**src/rtl/phase_timer_bank_if.sv**
```systemverilog
`timescale 1ns/1ps
`default_nettype none
// ============================================================================
//  Module      : phase_timer_bank_if
//  Description : Bundle of the phase-timer configuration, start handshake,
//                run control and status signals.
//                master : controller side (drives cfg/start/pause/abort)
//                slave  : timer bank side (drives ready/busy/offset/pulses)
//  Revision    : 1.0 - initial release
// ============================================================================
interface phase_timer_bank_if #(
    parameter int CNT_W = 26,
    parameter int SEL_W = 4
) ();
    logic             cfg_we;
    logic [SEL_W-1:0] cfg_sel;
    logic [CNT_W-1:0] cfg_val;
    logic             start_valid;
    logic [SEL_W-1:0] start_sel;
    logic             start_ready;
    logic             pause;
    logic             abort;
    logic             busy;
    logic [SEL_W-1:0] active_ch;
    logic [CNT_W-1:0] offset;
    logic             done;
    logic [SEL_W-1:0] done_ch;
    logic             aborted;
    logic             sel_err;

    modport master (
        output cfg_we, cfg_sel, cfg_val, start_valid, start_sel, pause, abort,
        input  start_ready, busy, active_ch, offset, done, done_ch, aborted, sel_err
    );

    modport slave (
        input  cfg_we, cfg_sel, cfg_val, start_valid, start_sel, pause, abort,
        output start_ready, busy, active_ch, offset, done, done_ch, aborted, sel_err
    );
endinterface
`default_nettype wire

```
**src/rtl/phase_timer_bank.sv**
```systemverilog
`timescale 1ns/1ps
`default_nettype none
// ============================================================================
//  Module      : phase_timer_bank
//  Description : Shared phase-duration engine. A run-time writable length
//                table holds one phase length per channel; a started phase
//                counts an ascending offset 0..len (freezable by pause), then
//                emits a one-cycle done pulse tagged with the channel.
//  Ports       : clk, reset (sync, active-high)
//                bus (slave) : cfg_we/cfg_sel/cfg_val table write,
//                              start_valid/start_sel/start_ready handshake,
//                              pause, abort, busy, active_ch, offset,
//                              done/done_ch, aborted, sel_err pulses
//  Revision    : 1.0 - initial release
// ============================================================================
module phase_timer_bank #(
    parameter int               NCH         = 10,
    parameter int               CNT_W       = 26,
    parameter int               SEL_W       = 4,
    parameter logic [CNT_W-1:0] DEFAULT_LEN = 'h00FFFF
) (
    input  wire logic            clk,
    input  wire logic            reset,
    phase_timer_bank_if.slave    bus
);

    localparam logic [SEL_W:0]   c_NCH = NCH[SEL_W:0];
    localparam logic [CNT_W-1:0] c_ONE = {{(CNT_W-1){1'b0}}, 1'b1};

    typedef enum logic [0:0] {
        S_IDLE = 1'b0,
        S_RUN  = 1'b1
    } state_t;

    state_t           r_state;
    state_t           w_state_next;
    logic [CNT_W-1:0] r_len_tbl [NCH];
    logic [CNT_W-1:0] r_len;
    logic [CNT_W-1:0] w_len_next;
    logic [CNT_W-1:0] r_offset;
    logic [CNT_W-1:0] w_offset_next;
    logic [SEL_W-1:0] r_active_ch;
    logic [SEL_W-1:0] w_active_next;
    logic [SEL_W-1:0] r_done_ch;
    logic             r_done;
    logic             r_aborted;
    logic             r_sel_err;
    logic             w_done_set;
    logic             w_abort_set;
    logic             w_start_bad;
    logic             w_sel_err_set;
    logic             w_cfg_ok;
    logic             w_start_ok;

    assign w_cfg_ok   = ({1'b0, bus.cfg_sel}   < c_NCH);
    assign w_start_ok = ({1'b0, bus.start_sel} < c_NCH);

    always_comb begin
        w_state_next  = r_state;
        w_len_next    = r_len;
        w_offset_next = r_offset;
        w_active_next = r_active_ch;
        w_done_set    = 1'b0;
        w_abort_set   = 1'b0;
        w_start_bad   = 1'b0;
        case (r_state)
            S_IDLE: begin
                if (bus.start_valid) begin
                    if (w_start_ok) begin
                        // Table read sees the pre-edge value, so a same-edge
                        // cfg write to this channel only affects later starts.
                        w_state_next  = S_RUN;
                        w_len_next    = r_len_tbl[bus.start_sel];
                        w_active_next = bus.start_sel;
                        w_offset_next = '0;
                    end else begin
                        w_start_bad = 1'b1;
                    end
                end
            end
            S_RUN: begin
                // Abort outranks both pause and the terminal step.
                if (bus.abort) begin
                    w_state_next  = S_IDLE;
                    w_offset_next = '0;
                    w_abort_set   = 1'b1;
                end else if (!bus.pause) begin
                    if (r_offset == r_len) begin
                        w_state_next = S_IDLE;
                        w_done_set   = 1'b1;
                    end else begin
                        w_offset_next = r_offset + c_ONE;
                    end
                end
            end
            default: w_state_next = S_IDLE;
        endcase
        // Status pulses are mutually exclusive: a phase ending or being
        // aborted on the same edge as an illegal select masks the error pulse.
        w_sel_err_set = ((bus.cfg_we && !w_cfg_ok) || w_start_bad)
                        && !w_done_set && !w_abort_set;
    end

    always_ff @(posedge clk) begin
        if (reset) begin
            r_state     <= S_IDLE;
            r_len       <= '0;
            r_offset    <= '0;
            r_active_ch <= '0;
            r_done_ch   <= '0;
            r_done      <= 1'b0;
            r_aborted   <= 1'b0;
            r_sel_err   <= 1'b0;
            for (int i = 0; i < NCH; i++) begin
                r_len_tbl[i] <= DEFAULT_LEN;
            end
        end else begin
            r_state     <= w_state_next;
            r_len       <= w_len_next;
            r_offset    <= w_offset_next;
            r_active_ch <= w_active_next;
            r_done      <= w_done_set;
            r_aborted   <= w_abort_set;
            r_sel_err   <= w_sel_err_set;
            if (w_done_set) begin
                r_done_ch <= r_active_ch;
            end
            if (bus.cfg_we && w_cfg_ok) begin
                r_len_tbl[bus.cfg_sel] <= bus.cfg_val;
            end
        end
    end

    assign bus.start_ready = (r_state == S_IDLE);
    assign bus.busy        = (r_state == S_RUN);
    assign bus.active_ch   = r_active_ch;
    assign bus.offset      = r_offset;
    assign bus.done        = r_done;
    assign bus.done_ch     = r_done_ch;
    assign bus.aborted     = r_aborted;
    assign bus.sel_err     = r_sel_err;

endmodule
`default_nettype wire

```
**src/flat_wrapper.sv**
```systemverilog
// flat-port wrapper written by rule: the top's interface ports become plain ports
module phase_timer_bank_flat 
#(
    parameter int               NCH         = 10,
    parameter int               CNT_W       = 26,
    parameter int               SEL_W       = 4,
    parameter logic [CNT_W-1:0] DEFAULT_LEN = 'h00FFFF
)
  (clk, reset, bus_cfg_we, bus_cfg_sel, bus_cfg_val, bus_start_valid, bus_start_sel, bus_pause, bus_abort, bus_start_ready, bus_busy, bus_active_ch, bus_offset, bus_done, bus_done_ch, bus_aborted, bus_sel_err);
  phase_timer_bank_if #(.CNT_W(CNT_W), .SEL_W(SEL_W)) bus_i ();
  input  wire logic clk;
  input  wire logic reset;
  input wire logic [$bits(bus_i.cfg_we)-1:0] bus_cfg_we;
  input wire logic [$bits(bus_i.cfg_sel)-1:0] bus_cfg_sel;
  input wire logic [$bits(bus_i.cfg_val)-1:0] bus_cfg_val;
  input wire logic [$bits(bus_i.start_valid)-1:0] bus_start_valid;
  input wire logic [$bits(bus_i.start_sel)-1:0] bus_start_sel;
  input wire logic [$bits(bus_i.pause)-1:0] bus_pause;
  input wire logic [$bits(bus_i.abort)-1:0] bus_abort;
  output wire logic [$bits(bus_i.start_ready)-1:0] bus_start_ready;
  output wire logic [$bits(bus_i.busy)-1:0] bus_busy;
  output wire logic [$bits(bus_i.active_ch)-1:0] bus_active_ch;
  output wire logic [$bits(bus_i.offset)-1:0] bus_offset;
  output wire logic [$bits(bus_i.done)-1:0] bus_done;
  output wire logic [$bits(bus_i.done_ch)-1:0] bus_done_ch;
  output wire logic [$bits(bus_i.aborted)-1:0] bus_aborted;
  output wire logic [$bits(bus_i.sel_err)-1:0] bus_sel_err;
  assign bus_i.cfg_we = bus_cfg_we;
  assign bus_i.cfg_sel = bus_cfg_sel;
  assign bus_i.cfg_val = bus_cfg_val;
  assign bus_i.start_valid = bus_start_valid;
  assign bus_i.start_sel = bus_start_sel;
  assign bus_i.pause = bus_pause;
  assign bus_i.abort = bus_abort;
  assign bus_start_ready = bus_i.start_ready;
  assign bus_busy = bus_i.busy;
  assign bus_active_ch = bus_i.active_ch;
  assign bus_offset = bus_i.offset;
  assign bus_done = bus_i.done;
  assign bus_done_ch = bus_i.done_ch;
  assign bus_aborted = bus_i.aborted;
  assign bus_sel_err = bus_i.sel_err;
  phase_timer_bank #(.NCH(NCH), .CNT_W(CNT_W), .SEL_W(SEL_W), .DEFAULT_LEN(DEFAULT_LEN)) u_core (.clk(clk), .reset(reset), .bus(bus_i));
endmodule
```
**config.mk**
```make
export PLATFORM = sky130hd
export DESIGN_NAME = phase_timer_bank_flat
export DESIGN_NICKNAME = d
export VERILOG_FILES = /design/src/rtl/phase_timer_bank_if.sv /design/src/rtl/phase_timer_bank.sv /design/src/flat_wrapper.sv
export SDC_FILE = /design/constraint.sdc
export NUM_CORES = 1
export LEC_CHECK = 0
export ABC_AREA = 1
export CORE_MARGIN = 3
export CORE_UTILIZATION = 65
export DETAILED_ROUTE_END_ITERATION = 12
export GPL_TIMING_DRIVEN = 0
export PLACE_DENSITY = 0.8
export SLEW_MARGIN = 20
export SYNTH_ARGS = -nofsm -noshare
export SYNTH_HDL_FRONTEND = slang
export SYNTH_SLANG_ARGS = --single-unit
```
**constraint.sdc**
```tcl
create_clock -name clk -period 10.2 [get_ports clk]
set_input_delay 1.02 -clock clk [delete_from_list [all_inputs] [get_ports clk]]
set_output_delay 1.02 -clock clk [all_outputs]
set_load 0.02 [all_outputs]
```
* After elaboration in Yosys (flattened, before gate mapping)
Memory sizes are Yosys's and may differ from the RTL's. A register that Yosys moved wholly into a read port is not among the register bits.
Index checks and enable logic that the tools add are counted.
** Storage, ports and cells
- Register bits after elaboration :: 38
- Bits in writable memories :: 260
- Bits of input ports :: 40
- Output and inout bits :: 39
- Logic and storage cells :: 57
- Memories :: 1
** Cells by class
- Add/sub/neg operators :: 1
- $lt $le $gt $ge :: 2
- Equality and inequality tests :: 5
- Multiplexer cells :: 29
- Bitwise operators :: 1
- Reduce and logical (&&, ||, !) cells :: 11
** Memories
- u_core.r_len_tbl :: depth 10, bits a word 26, read ports 1, clocked after Yosys merged registers in 1, wr ports 10, RTL line phase_timer_bank.sv:37 : logic [CNT_W-1:0] r_len_tbl [NCH];
** Operators with widths (count)
- two-way mux 26 bit :: 6
- case mux 26 bit (2 select lines) :: 1
- adder 26 x 1 -> 26 bit (second input constant) :: 1
- equality test 26 bit :: 1
- OR reduction 26 bit :: 1
- two-way mux 1 bit :: 20
- < comparator 4 bit (second input constant) :: 2
- != test 3 bit (second input constant) :: 2
- logical AND 1 bit :: 4
- two-way mux 4 bit :: 1
- AND reduction 4 bit :: 1
- logical NOT 1 bit :: 3
- AND reduction 3 bit :: 1
- != test 2 x 1 -> 1 bit (second input constant) :: 1
- != test 2 bit (second input constant) :: 1
- case mux 1 bit (2 select lines) :: 1
- logical OR 1 bit :: 1
- NOT 1 bit :: 1

* Logic depth before layout (Yosys ltp)
Gate-level depths: netlist (run 1).
- Depth in word-level cells :: 8
- Gate-level depth with buffers :: 13
- Mapped depth without buffers :: 12

* Least setup slack after synthesis (run 1)
Ideal clock, no wire load.
- Kind :: input-to-reg
- From :: input port reset
- To :: memory u_core.r_len_tbl[9][0], enable pin
- Library setup time :: 0.449 ns
- Data arrival time :: 3.760 ns
- Required time :: 9.751 ns
- Setup slack :: 5.991 ns
- Cell stages on the path :: 5
- Path buffers :: 3
- Path through :: buf_1 -> inv_1 -> clkbuf_1 -> clkbuf_1 -> a211oi_1
** RTL lines
- start: declaration :: RTL line flat_wrapper.sv:12 : input wire logic reset;
- end: declaration :: RTL line phase_timer_bank.sv:37

==> key figures, run 1 <==
Run
  • Maxcap violations: 0

Global routing
  • GRT Overall Usage: 38.07%
  • Grt ovf: 0
  • Pin count of the biggest net entering global routing: 27
  • Vias in the first global route: 16845
  • First-pass GRT wire length: 100000 um
  • Initial antenna violation count: 1

Timing
  • Worst Skew: 0.01550 ns
  • RSZ-0062 raised after global routing: no
  • Final worst-path cycle share: 40.26%
  • Setup tns final: 0 ns
  • Worst-Margin Slew: 1.129 ns
  • Fmax: 0.2435 GHz
  • Max-Slew Margin vs Limit: 24.75%
  • Max Slew Vio Count: 0
  • Final setup viols: 0
  • Final setup margin: 6.093 ns
  • Final Hold Violating Endpoints: 0
  • Fin crit period: 4.107 ns

Clocking
  • TritonCTS Buffers: 48
  • Number of hold buffers added after CTS: 0
  • Clock transition at path regs: 0.06 ns
  • H-tree levels: 2
  • Clock root cell: clkbuf_16
  • CTS tree: done
  • CTS resizes: 0
  • Post-CTS Setup Bufs: 0
  • Worst skew pair latency: 0.60 ns
  • Total clock sinks: 480
  • Clock Tree Buf Depth: 3

Synthesis
  • Synthesized flop and latch total: 480
  • Most area-consuming cells after synthesis: edfxtp_1, nand2_1, dfxtp_1
  • Most frequently used flop master after synthesis: edfxtp_1
  • Leading cell types by count after synthesis: nand2_1, edfxtp_1, inv_1
  • Post-synth cell types: 32
  • Synth area leader: edfxtp_1
  • Post-synth EDFFs: 416
  • Seq/Total Area, Yosys: 63.63%
  • Synth Instances: 2214
  • Syn avg cell area: 9.776 um^2
  • Synth Cell Area: 21640 um^2
  • Most common cell in the netlist: nand2_1
  • Ys async rst share: 0%
  • Synth warnings: 0
  • Yosys top cell area share: 57.71%

Critical path
  • Setup CP Type: in2reg
  • CP startpoint kind: input pin
  • Data arrival, critical path: 4.23 ns
  • CP Max Fanout: 26
  • Crit path required time: 10.33 ns
  • Largest stage delay, worst path: 0.75 ns
  • Slowest CP cell: nand2_2
  • CP Cell Sequence: clkdlybuf4s50_1, o21ai_1, nand2_1, nor2_4, inv_2, nor2_4, nor2_1, nand2_1, clkbuf_1, nand2_2
  • Setup crit end kind: flip-flop

Pwr
  • Leak pwr: 9.719 nW
  • Worst vdd ir: 167.7 uV
  • Pwr dens: 177.1 nW/um^2

Die
  • Row cnt: 66
  • Die Width: 188.5 um
  • Die area: 35520 um^2
  • Die height: 188.5 um
  • Starting Density: 66.19%
  • Placeable Area: 32700 um^2
  • # IOs: 79

Cells and area
  • Ant diodes: 0
  • Fillers: 2279
  • Final nets: 2538
  • Final core utilization: 76.71%
  • Layout cells sized above 1: 7.258%
  • Final Non-Filler Cells: 2977
  • Area delta synth->final: 15.90%

Detailed routing
  • Via density: 5.969
  • Top Layer Used: met4
  • ANT nets after route: 0
  • WL per Instance: 22.70 um
  • Routed Wire Length: 67580 um
  • M1 WL: 23070 um
  • DR iter-0 viols: 2754
  • DR WL met3: 9638 um
  • Via Count: 17770
  • Post-route DRC: 0
  • TritonRoute pass-1 iters: 7
  • Routed met2 length: 30560 um

Min path
  • Hold crit path type: reg2reg

Placement
  • Post-place setup slack: 5.727 ns
  • IO Port Bufs: 76
  • Dpl cells: 2889
  • RePlAce Congestion: 1.007
  • HPWL Detailed: 45860 um

Status
  • Outcome: finished clean
[per-layer routing]
metal | track usage, % | vias to the layer above
li1 | - | 7872
met2 | 60.35 | 1423
met4 | 20.57 | 0
met1 | 48.72 | 8166
met3 | 9.619 | 309
met5 | 0 | -
[flip-flops by register name, summed over array words and instances, names as in the netlist]
| register | cells |
|---|---|
| u_core.bus.aborted | 1 |
| u_core.r_len_tbl | 416 |
| u_core.bus.busy | 1 |
| u_core.bus.done | 1 |
| u_core.bus.offset | 26 |
| u_core.r_len | 26 |
| u_core.bus.active_ch | 4 |
| u_core.bus.sel_err | 1 |
| u_core.bus.done_ch | 4 |
[power breakdown]
group / total [mW] / internal (mW) / switching [mW]
sequential: 2.32 / 2.26 / 0.0556
clock: 1.71 / 0.966 / 0.740
combinational: 0.421 / 0.118 / 0.303
[area by class of cell]
| type | count | area [um^2] | area share (%) |
|---|---|---|---|
| well taps | 442 | 553.0 | 2.205 |
| flip-flops and latches | 480 | 13770 | 54.91 |
| clock inverters | 15 | 127.6 | 0.5088 |
| multi-input cells | 1453 | 6760 | 26.95 |
| repair buffers | 78 | 787.0 | 3.137 |
| clock buffers | 73 | 1356 | 5.407 |
| inverters | 313 | 1175 | 4.684 |
| plain buffers | 123 | 553.0 | 2.205 |
[final timing paths]
check | from | to | slack (ns) | depth (start not counted)
hold reg to reg | u_core.bus.active_ch[3]$_SDFFE_PP0P_ | u_core.bus.done_ch[3]$_SDFFE_PP0P_ | 0.46 | 2
setup reg to reg | u_core.bus.busy$_SDFF_PP0_ | u_core.r_len[7]$_SDFFE_PP0P_ | 7.87 | 7
setup / recovery | bus_cfg_sel[1] | u_core.r_len_tbl[7][7]$_SDFFCE_PN1P_ | 6.09 | 10
hold / removal | u_core.bus.active_ch[3]$_SDFFE_PP0P_ | u_core.bus.done_ch[3]$_SDFFE_PP0P_ | 0.46 | 2
[stage by stage]
| step | power [mW] | hold slack [ns] | instance area [um^2] |
|---|---|---|---|
| 2_1_floorplan | 2.578 | 0.5309 | 22230 |
| 3_3_place_gp | 2.738 | 0.4480 | 23540 |
| 3_5_place_dp | 2.755 | 0.4608 | 23600 |
| 4_1_cts | 4.412 | 0.4622 | 25090 |
| 5_1_grt | 4.552 | 0.5039 | 25090 |
| 6_report | 4.443 | 0.4643 | 25090 |
[cells by family (layout without fill, tap and decap cells)]
logic type / count (synthesis) / in the layout / synth area share [%]
simple gates: 797 / 797 / 15.41
compound gates: 488 / 488 / 12.42
flops: 480 / 480 / 63.63
buf+inv: 436 / 602 / 7.983
mux: 6 / 6 / 0.2775
xor+xnor: 5 / 5 / 0.2023
fa+ha+maj: 1 / 1 / 0.05780
other cells: 1 / 156 / 0.01733
[worst max-delay path, delay by kind of cell]
kind | cells | cell delay (ns)
buf+inv | 3 | 1.36
simple gates | 6 | 1.52
compound gates | 1 | 0.31
[placed cells by master, fill, tap and decap left out, types with 4 or more instances in the layout]
master	instances
buf_2	52
clkdlybuf4s50_1	76
buf_4	7
nand2_1	428
a21oi_1	186
nand4_1	10
inv_1	297
buf_1	17
nand3_1	119
o22ai_1	20
xor2_1	5
nand2_2	12
mux2i_1	6
nor3_1	5
clkbuf_16	49
o21ai_0	191
clkinv_2	4
clkbuf_8	4
o211ai_1	59
nor2_1	187
conb_1	156
nor2_2	22
dfxtp_1	64
inv_2	15
clkbuf_1	67
clkinv_1	7
a211oi_1	27
edfxtp_1	416
nor2_4	9
Note: power is estimated with default switching activity, not from simulation.
==> inputs of run 2 (changes only) <==
Settings changed: CORE_UTILIZATION 65 to 61, PLACE_DENSITY 0.8 to 0.76.
Clock period 10.2 ns to 4.1 ns, I/O delays scaled along.
==> key figures, run 2 (synthesized netlist as in run 1, its figures left out) <==
Pwr
  • Leak pwr: 9.818 nW (+1.0%)
  • Psw: 2.825 mW (+160%)
  • Design Power: 11.29 mW (+150%)
  • Internal: 8.462 mW (+150%)
  • Switching fraction of total power: 25.03% (+0.30 points)
  • Pwr dens: 446.4 nW/um^2 (+150%)
  • Clock share of power: 39.5% (+1.1 points)
  • Comb pwr share: 9.5% (about the same)
  • Worst vdd ir: 330.5 uV (+97%)
  • Sequential power share: 51.0% (-1.1 points)

Critical path
  • Crit path required time: 4.23 ns (-6.10 ns)
  • RR Startpoint: u_core.bus.busy$_SDFF_PP0_
  • Setup CP Type: in2reg
  • Data arrival, critical path: 3.35 ns (-0.88 ns)
  • Setup crit end kind: flip-flop
  • CP Max Fanout: 26 (unchanged)
  • Setup crit start: bus_cfg_sel[2]
  • CP startpoint kind: input pin
  • Worst reg2reg setup slack: 1.83 ns (-6.04 ns)

Cells and area
  • Final nets: 2542 (+0.16%)
  • Multi-input combinational cell area: 6760 um^2 (unchanged)
  • Top reg by flops: u_core.r_len_tbl
  • Register area: 13770 um^2 (unchanged)
  • Final Non-Filler Cells: 2997 (+0.67%)
  • Most frequent cells in the layout: nand2_1, edfxtp_1, inv_1
  • Area delta synth->final: 16.84%
  • Fillers: 2567 (+13%)
  • Layout cells sized above 1: 7.710% (+0.45 points)
  • Ant diodes: 0 (unchanged)
  • Largest register FFs: 416 (unchanged)
  • Design area: 25290 um^2 (+0.81%)
  • Most common cell after layout, fill and taps aside: nand2_1

Detailed routing
  • ANT nets after route: 0 (unchanged)
  • Post-route DRC: 0 (unchanged)
  • Routed Wire Length: 69130 um (+2.3%)
  • TritonRoute pass-1 iters: 5 (-2)
  • DR iter-0 viols: 2374 (-14%)
  • Via Count: 17785 (+0.084%)
  • Via density: 5.934 (-0.58%)
  • WL per Instance: 23.07 um (+1.6%)

Global routing
  • Pin count of the biggest net entering global routing: 27 (unchanged)
  • Initial antenna violation count: 0 (-1)
  • Vias in the first global route: 16981 (+0.81%)
  • Grt ovf: 0 (unchanged)
  • GRT Overall Usage: 36.20% (-1.9 points)
  • First-pass GRT wire length: 102000 um (+2.0%)

Timing
  • Fmax: 0.3112 GHz
  • Worst-Margin Slew: 1.107 ns (-0.02150 ns)
  • Final setup viols: 0 (unchanged)
  • Hold Slack: 0.3970 ns (-0.06731 ns)
  • Final worst-path cycle share: 78.39%
  • Fin crit period: 3.214 ns
  • RSZ-0062 raised after global routing: no
  • Worst Skew: 0.01408 ns (-0.001411 ns)
  • Max-Slew Margin vs Limit: 26.19% (+1.4 points)
  • Final Hold Violating Endpoints: 0 (unchanged)
  • Max Slew Vio Count: 0 (unchanged)

Clocking
  • Clock root cell: clkbuf_16
  • Clock transition at path regs: 0.06 ns (about the same)
  • TritonCTS Buffers: 49 (+2.1%)
  • H-tree levels: 2 (unchanged)
  • Clock Tree Buf Depth: 3 (unchanged)
  • CTS resizes: 0 (unchanged)
  • Post-CTS Setup Bufs: 0 (unchanged)
  • Worst skew pair latency: 0.60 ns (about the same)
  • CTS tree: done
  • Number of hold buffers added after CTS: 0 (unchanged)
  • Total clock sinks: 480 (unchanged)

Min path
  • Hold crit path type: in2reg
  • Hold path startpoint: bus_start_sel[3]

Die
  • Die area: 37780 um^2 (+6.3%)
  • # IOs: 79 (unchanged)
  • Starting Density: 62.20% (-4.0 points)
  • Die Width: 194.4 um (+3.1%)
  • Placeable Area: 34800 um^2 (+6.4%)
  • Die height: 194.4 um (+3.1%)
  • Row cnt: 68 (+3.0%)

Placement
  • HPWL Detailed: 47550 um (+3.7%)
  • IO Port Bufs: 76 (unchanged)
  • RePlAce Congestion: 0.9527 (-5.4%)
  • Dpl cells: 2905 (+0.55%)
  • Placement Cell Area: 23690 um^2 (+0.39%)

Run
  • Maxcap violations: 0 (unchanged)

Status
  • Outcome: finished clean
[run 2: cell types whose count changed in the layout (fill, tap and decap cells not counted)]
cell	delta
bufinv_16	+1
clkbuf_16	+2
clkinv_1	+2
clkinv_8	+2
inv_16	+1
clkbuf_8	-1
buf_16	+2
inv_6	-2
buf_12	+1
clkbuf_1	-7
clkinv_2	+6
[run 2: area by class of cell]
cell class                 instances  share of cell area [%]
timing repair buffer              81                   3.409
multi-input combinational       1453                   26.73
buffer                           123                   2.187
clock buffer                      67                   5.403
inverter                         313                   4.646
sequential                       480                   54.46
tap                              455                   2.251
clock inverter                    25                  0.9103
[run 2: final timing paths]
path,end,depth (start not counted)
setup reg to reg,u_core.r_len[8]$_SDFFE_PP0P_,7
setup / recovery,u_core.r_len_tbl[7][10]$_SDFFCE_PN1P_,10
hold reg to reg,u_core.bus.done_ch[3]$_SDFFE_PP0P_,2
hold / removal,u_core.bus.active_ch[3]$_SDFFE_PP0P_,3
[run 2: per-layer routing]
layer  wire (um)  share of wire [%]  track usage, %
met1       23610                 34           46.61
met2       31650                 46           57.36
met3        9745                 14           9.014
met4        4123                6.0           19.10
met5           0                  0               0
[run 2: through the flow]
step                      worst slack, ns  utilization (%)  TNS (ns)
final                              0.8862            72.67         0
after global routing               0.7679            72.67         0
after CTS                           1.021            72.67         0
after detailed placement           0.4135            68.09         0
after global placement             -2.923            67.69    -80.48
after floorplan                    0.5009                -         0
[run 2: power by group through the flow]
| stage | clock [mW] | combinational, mW | sequential [mW] |
|---|---|---|---|
| final | 4.46 | 1.07 | 5.76 |
| after global routing | 4.62 | 1.15 | 5.79 |
| after detailed placement | 0 | 1.02 | 5.86 |
| after CTS | 4.44 | 1.03 | 5.76 |
| after global placement | 0 | 0.977 | 5.85 |
| after floorplan | 0 | 0.593 | 5.82 |
[run 2: critical path, stage by stage]
cell	delay (ns)
clkdlybuf4s50_1	0.49
o21ai_1	0.29
nand2_1	0.20
nor2_4	0.18
inv_2	0.20
nor2_4	0.15
nor2_1	0.07
nand2_1	0.10
clkbuf_1	0.53
nand2_2	0.69
